[src/rtl/mmio_joypad_m_pkg.sv]
// Joypad (JOYP, 0xFF00) shared definitions.
// Button bit indices and the DMG select-matrix line function.
package mmio_joypad_m_pkg;

  localparam logic [15:0] JOYP_ADDR = 16'hFF00;

  typedef enum logic [2:0] {
    BTN_RIGHT  = 3'd0,
    BTN_LEFT   = 3'd1,
    BTN_UP     = 3'd2,
    BTN_DOWN   = 3'd3,
    BTN_A      = 3'd4,
    BTN_B      = 3'd5,
    BTN_SELECT = 3'd6,
    BTN_START  = 3'd7
  } joy_btn_e;

  // s is active-low stable state; result is the active-low P13..P10 lines
  function automatic logic [3:0] joyp_lines(
    input logic [1:0] sel,
    input logic [7:0] s
  );
    logic [3:0] d;
    logic [3:0] a;
    d = {s[BTN_DOWN], s[BTN_UP], s[BTN_LEFT], s[BTN_RIGHT]};
    a = {s[BTN_START], s[BTN_SELECT], s[BTN_B], s[BTN_A]};
    return (sel[0] ? 4'hF : d) & (sel[1] ? 4'hF : a);
  endfunction

endpackage

[src/rtl/mem_if.sv]
// MMU-to-slave request port.
// Reads return rdata/rvalid one cycle after the request.
interface mem_if;
  logic        req;
  logic        we;
  logic [15:0] addr;
  logic [7:0]  wdata;
  logic [7:0]  rdata;
  logic        rvalid;

  modport master (
    output req, we, addr, wdata,
    input  rdata, rvalid
  );

  modport slave (
    input  req, we, addr, wdata,
    output rdata, rvalid
  );
endinterface

[src/rtl/mmio_joypad_m_debounce.sv]
// Two-flop synchroniser plus stable-level debouncer for one
// active-low button line.
module debounce_m #(
  parameter int DEBOUNCE_CYCLES = 16384
) (
  input  logic clk,
  input  logic rst,
  input  logic in,
  output logic out
);
  localparam int CW = $clog2(DEBOUNCE_CYCLES);
  localparam logic [CW-1:0] LAST = CW'(DEBOUNCE_CYCLES - 1);

  logic [1:0]    sync;
  logic [CW-1:0] cnt;

  always_ff @(posedge clk or negedge rst) begin
    if (!rst) begin
      sync <= 2'b11;
      cnt  <= '0;
      out  <= 1'b1;
    end else begin
      sync <= {sync[0], in};
      // any return to the held level restarts the count
      if (sync[1] == out) begin
        cnt <= '0;
      end else if (cnt == LAST) begin
        out <= sync[1];
        cnt <= '0;
      end else begin
        cnt <= cnt + CW'(1);
      end
    end
  end
endmodule

[src/rtl/mmio_joypad_m.sv]
// JOYP register slave: debounced buttons, select matrix read-back
// and falling-line joypad interrupt.
module mmio_joypad_m
  import mmio_joypad_m_pkg::*;
#(
  parameter int DEBOUNCE_CYCLES = 16384
) (
  input  logic       clk,
  input  logic       rst,
  mem_if.slave       bus,
  input  logic [7:0] buttons_n,
  output logic       irq,
  output logic [7:0] pressed
);
  logic [7:0] s;
  logic [1:0] sel;
  logic [3:0] p;
  logic [3:0] p_q;
  logic       hit;
  logic       wr;
  logic       rd;
  logic [5:0] unused_wdata;

  for (genvar i = 0; i < 8; i++) begin : g_db
    debounce_m #(
      .DEBOUNCE_CYCLES(DEBOUNCE_CYCLES)
    ) u_db (
      .clk(clk),
      .rst(rst),
      .in (buttons_n[i]),
      .out(s[i])
    );
  end

  assign hit = bus.req && (bus.addr == JOYP_ADDR);
  assign wr  = hit && bus.we;
  assign rd  = hit && !bus.we;

  assign p       = joyp_lines(sel, s);
  assign pressed = ~s;

  assign unused_wdata = {bus.wdata[7:6], bus.wdata[3:0]};

  always_ff @(posedge clk or negedge rst) begin
    if (!rst) begin
      sel        <= 2'b11;
      p_q        <= 4'hF;
      irq        <= 1'b0;
      bus.rdata  <= 8'hFF;
      bus.rvalid <= 1'b0;
    end else begin
      if (wr) sel <= bus.wdata[5:4];
      p_q        <= p;
      // select writes that expose a held button fall here too
      irq        <= |(p_q & ~p);
      bus.rvalid <= rd;
      if (rd) bus.rdata <= {2'b11, sel, p};
    end
  end
endmodule

[src/flat_wrapper.sv]
// flat-port wrapper written by rule: the top's interface ports become plain ports
module mmio_joypad_m_flat import mmio_joypad_m_pkg::*;
#(
  parameter int DEBOUNCE_CYCLES = 16384
)
  (clk, rst, buttons_n, irq, pressed, bus_req, bus_we, bus_addr, bus_wdata, bus_rdata, bus_rvalid);
  mem_if bus_i ();
  input  logic clk;
  input  logic rst;
  input  logic [7:0] buttons_n;
  output logic irq;
  output logic [7:0] pressed;
  input wire logic [$bits(bus_i.req)-1:0] bus_req;
  input wire logic [$bits(bus_i.we)-1:0] bus_we;
  input wire logic [$bits(bus_i.addr)-1:0] bus_addr;
  input wire logic [$bits(bus_i.wdata)-1:0] bus_wdata;
  output wire logic [$bits(bus_i.rdata)-1:0] bus_rdata;
  output wire logic [$bits(bus_i.rvalid)-1:0] bus_rvalid;
  assign bus_i.req = bus_req;
  assign bus_i.we = bus_we;
  assign bus_i.addr = bus_addr;
  assign bus_i.wdata = bus_wdata;
  assign bus_rdata = bus_i.rdata;
  assign bus_rvalid = bus_i.rvalid;
  mmio_joypad_m #(.DEBOUNCE_CYCLES(DEBOUNCE_CYCLES)) u_core (.clk(clk), .rst(rst), .bus(bus_i), .buttons_n(buttons_n), .irq(irq), .pressed(pressed));
endmodule
[config.mk]
export PLATFORM = sky130hd
export DESIGN_NAME = mmio_joypad_m_flat
export DESIGN_NICKNAME = d
export VERILOG_FILES = /design/src/rtl/mmio_joypad_m_pkg.sv /design/src/rtl/mem_if.sv /design/src/rtl/mmio_joypad_m_debounce.sv /design/src/rtl/mmio_joypad_m.sv /design/src/flat_wrapper.sv
export SDC_FILE = /design/constraint.sdc
export NUM_CORES = 1
export LEC_CHECK = 0
export ABC_AREA = 0
export BUFFER_PORTS_ARGS = -buffer_cell sky130_fd_sc_hd__buf_2
export CAP_MARGIN = 10
export CORE_UTILIZATION = 30
export DETAILED_ROUTE_END_ITERATION = 8
export PLACE_DENSITY = 0.57
export SLEW_MARGIN = 0
export SYNTH_ARGS = -nofsm -noshare
export SYNTH_HDL_FRONTEND = slang
export SYNTH_SLANG_ARGS = --single-unit
[constraint.sdc]
create_clock -name clk -period 1.7 [get_ports clk]
set_input_delay 0.085 -clock clk [delete_from_list [all_inputs] [get_ports clk]]
set_output_delay 0.085 -clock clk [all_outputs]
set_load 0.05 [all_outputs]
==> run_results.csv <==
group,metric,value,unit
outcome,outcome,"finished, final reports clean",
grt,track_usage,0.122,
detailed_routing,wire_per_inst,12.5,µm
grt,grt_pass1_vias,4430,
cts,htree_levels,4,
timing,setup_viol,0,
floorplanning,ios,54,
final_layout,fillers,2149,
detailed_routing,drtPass1Iterations,4,
cts,clockRootBuffer,"clkbuf_16",
yosys,synth_top_area_frac,0.426,
place,io_buffer_count,45,
grt,grt_max_degree,50,
detailed_routing,vias,4472,
floorplanning,die_w,151,µm
detailed_routing,finalWirelength,12500,µm
worst_setup_path,path_class,"reg2reg",
floorplanning,die_area,22900,µm²
yosys,ys_types,36,
grt,grt_first_pass_wirelength,21400,µm
yosys,ys_warn_count,0,
power_and_ir_drop,vdd_drop_max,0.685,mV
place,dp.final_hpwl,8580,µm
grt,gr-total-overflow,0,
final_layout,utilization,0.376,
detailed_routing,drt_iter0_markers,135,
detailed_routing,ant_nets,0,
final_layout,mostFrequentLayoutCell,"nor2_1",
worst_hold_path,holdPathEnd,"u_core.bus.rvalid",
flow_run,cap_violations,0,
worst_hold_path,whs_path_depth,4,
worst_setup_path,cp_slowest_cell,"dfrtp_1",
grt,antenna_found_initial,0,
timing,hold_viol,0,
cts,cts_setup_buffers,0,
power_and_ir_drop,totalPowerFinal,7.56,mW
yosys,yosysTopAreaCell,"dfrtp_1",
final_layout,drive_above_1_share,0.227,
floorplanning,die_h,151,µm
yosys,synth-edff-count,0,
worst_setup_path,worstRegToRegCells,6,
worst_setup_path,path_cells,"ha_1 -> and4_1 -> and4_1 -> or2_1 -> buf_4 -> nor2_1",
worst_setup_path,worst-r2r-setup-slack,0.14,ns
worst_setup_path,regToRegEndpoint,"u_core.g_db[6].u_db.cnt[10]",
yosys,synth_ff_type,"dfrtp_1",
timing,finalSetupTns,0,ns
power_and_ir_drop,power.leakage,3.68,nW
worst_setup_path,start_kind,"flop",
yosys,yosysSeqAreaShare,0.568,
final_layout,antenna_cells,0,
yosys,synthArstFlopShare,1.00,
final_layout,synthToLayoutAreaGrowth,22.5,%
worst_setup_path,rr_startpoint,"u_core.g_db[6].u_db.cnt[0]",
timing,fmax,641,MHz
detailed_routing,via_per_inst,4.49,
place,gp_congestion,0.725,
worst_hold_path,hold_class,"in2reg",
worst_setup_path,slowest_delay,0.40,ns
cts,clock-sinks,150,
worst_hold_path,holdCritStartpoint,"bus_addr[4]",
timing,finClkSkew,0.00837,ns
cts,numCtsBuffers,17,
floorplanning,core,21800,µm²
timing,min_period_over_period,0.917,
cts,clk_latency,0.41,ns
detailed_routing,drc_errors,0,
final_layout,fin_nets,748,
cts,cts.reportedPaths.clkPinSlew,0.06,ns
yosys,avgSynthCellArea,10.9,µm²
worst_setup_path,crit_fanout,6,
yosys,synth_cells,611,
worst_setup_path,critPathArrivalTime,1.90,ns
timing,rsz0062_at_grt,"false",
final_layout,final_cell_mix,"nor2_1 (118), dfrtp_1 (114), xor2_1 (68)",
worst_setup_path,setup.worst_path.end_class,"flop",
yosys,syn-cell-area,6690,µm²
timing,drv_slew,0,
floorplanning,start_util,0.307,
power_and_ir_drop,power_density,922,nW/µm²
cts,cts_tree,"yes",
floorplanning,rows,54,
yosys,synthTopCellsByArea,"dfrtp_1 (43%), dfstp_2 (14%), xor2_1 (8.9%)",
timing,fin_crit,1.56,ns
cts,cts_buffer_depth,2,
worst_setup_path,cp_common_cell,"and4_1",
worst_setup_path,required,2.04,ns
yosys,synth-seq-cells,150,
## worst max-delay path, delay by kind of cell, from the launching register on
| family | cells | cell delay [ns] |
|---|---|---|
| flip-flops | 1 | 0.40 |
| buffers and inverters | 1 | 0.16 |
| AND/OR/NAND/NOR | 4 | 0.72 |
| adder cells (fa/ha/maj) | 1 | 0.21 |
## report_power, final
part	internal (mW)	total, mW	switching (mW)
clock	2.17	3.52	1.35
sequential	3.66	3.70	0.0487
combinational	0.141	0.331	0.190
## timing repair
action	CTS	global route
gates resized for setup	0	3
setup endpoints to repair	0	24
hold buffers	13	0
hold endpoints to repair	58	0
## metal layers
| metal | GRT usage | part of all wire | vias up |
|---|---|---|---|
| met5 | 0 | 0 | - |
| met4 | 0.0420 | 0.012 | 0 |
| met3 | 0.0373 | 0.033 | 12 |
| met2 | 0.183 | 0.45 | 48 |
| met1 | 0.165 | 0.51 | 2153 |
| li1 | - | - | 2259 |
## cell families (layout without fill, tap and decap cells)
kind of cell | count (synthesis) | after routing | synth area share
flops | 150 | 150 | 0.568
buf+inv | 43 | 148 | 0.0271
compound gates | 15 | 15 | 0.0159
other cells | 1 | 2 | 0.000561
simple gates | 279 | 279 | 0.217
mux | 12 | 12 | 0.0213
xor+xnor | 103 | 103 | 0.135
fa+ha+maj | 8 | 8 | 0.0150
## state kept, by name, indices dropped and copies added, names as in the netlist
register               cells
u_core.irq                 1
u_core.p_q                 4
u_core.bus.rdata           6
u_core.g_db.u_db.cnt     112
u_core.sel                 2
u_core.bus.rvalid          1
u_core.g_db.u_db.sync     16
u_core.g_db.u_db.out       8
## worst max path at each step
stage / to / depth (start not counted) / start / slack (ns)
detailed placement: u_core.g_db[5].u_db.cnt[7] / 5 / u_core.g_db[5].u_db.cnt[0] / 0.05
finish: u_core.g_db[6].u_db.cnt[10] / 6 / u_core.g_db[6].u_db.cnt[0] / 0.14
global route: u_core.g_db[0].u_db.cnt[3] / 6 / u_core.g_db[0].u_db.cnt[0] / 0.01
CTS: u_core.g_db[5].u_db.cnt[5] / 5 / u_core.g_db[5].u_db.cnt[0] / 0.05
global placement: u_core.g_db[5].u_db.cnt[5] / 5 / u_core.g_db[5].u_db.cnt[0] / 0.07
floorplan: u_core.g_db[1].u_db.cnt[10] / 7 / u_core.g_db[1].u_db.cnt[0] / 0.04
## layout make-up
| class | instances | area (µm²) | area share |
|---|---|---|---|
| timing repair buffer | 92 | 679 | 0.0829 |
| clock buffer | 29 | 510 | 0.0623 |
| sequential | 150 | 3800 | 0.464 |
| tap | 280 | 350 | 0.0427 |
| multi-input combinational | 419 | 2720 | 0.332 |
| inverter | 24 | 90.1 | 0.0110 |
| clock inverter | 3 | 42.5 | 0.00519 |
## Yosys cell counts, types with 2 or more instances
master	n
or3_1	2
and4_1	27
clkbuf_1	7
xnor2_1	35
nor2_1	118
mux2_2	10
and2_1	7
nand4_1	38
or2_1	3
dfrtp_1	114
xor2_1	68
o22a_1	4
o21ai_0	5
nand2_1	21
inv_1	24
dfstp_2	36
nand3_1	35
mux2_4	2
buf_4	2
and3_1	11
nor4_1	4
nor3_1	4
ha_1	8
nor2b_1	2
a31o_2	4
buf_2	10
## through the flow
| stage | std cells | worst slack, ns | instance area (µm²) | hold WS [ns] |
|---|---|---|---|---|
| after CTS | 997 | 0.0453 | 8180 | 0.0561 |
| after global routing | 997 | 0.0122 | 8200 | 0.0575 |
| after global placement | 952 | 0.0748 | 7500 | 0.0736 |
| final | 997 | 0.141 | 8200 | 0.0561 |
| after detailed placement | 952 | 0.0550 | 7500 | 0.0743 |
| after floorplan | 612 | 0.0364 | 6690 | -0.211 |
(Power assumes the default switching activity.)
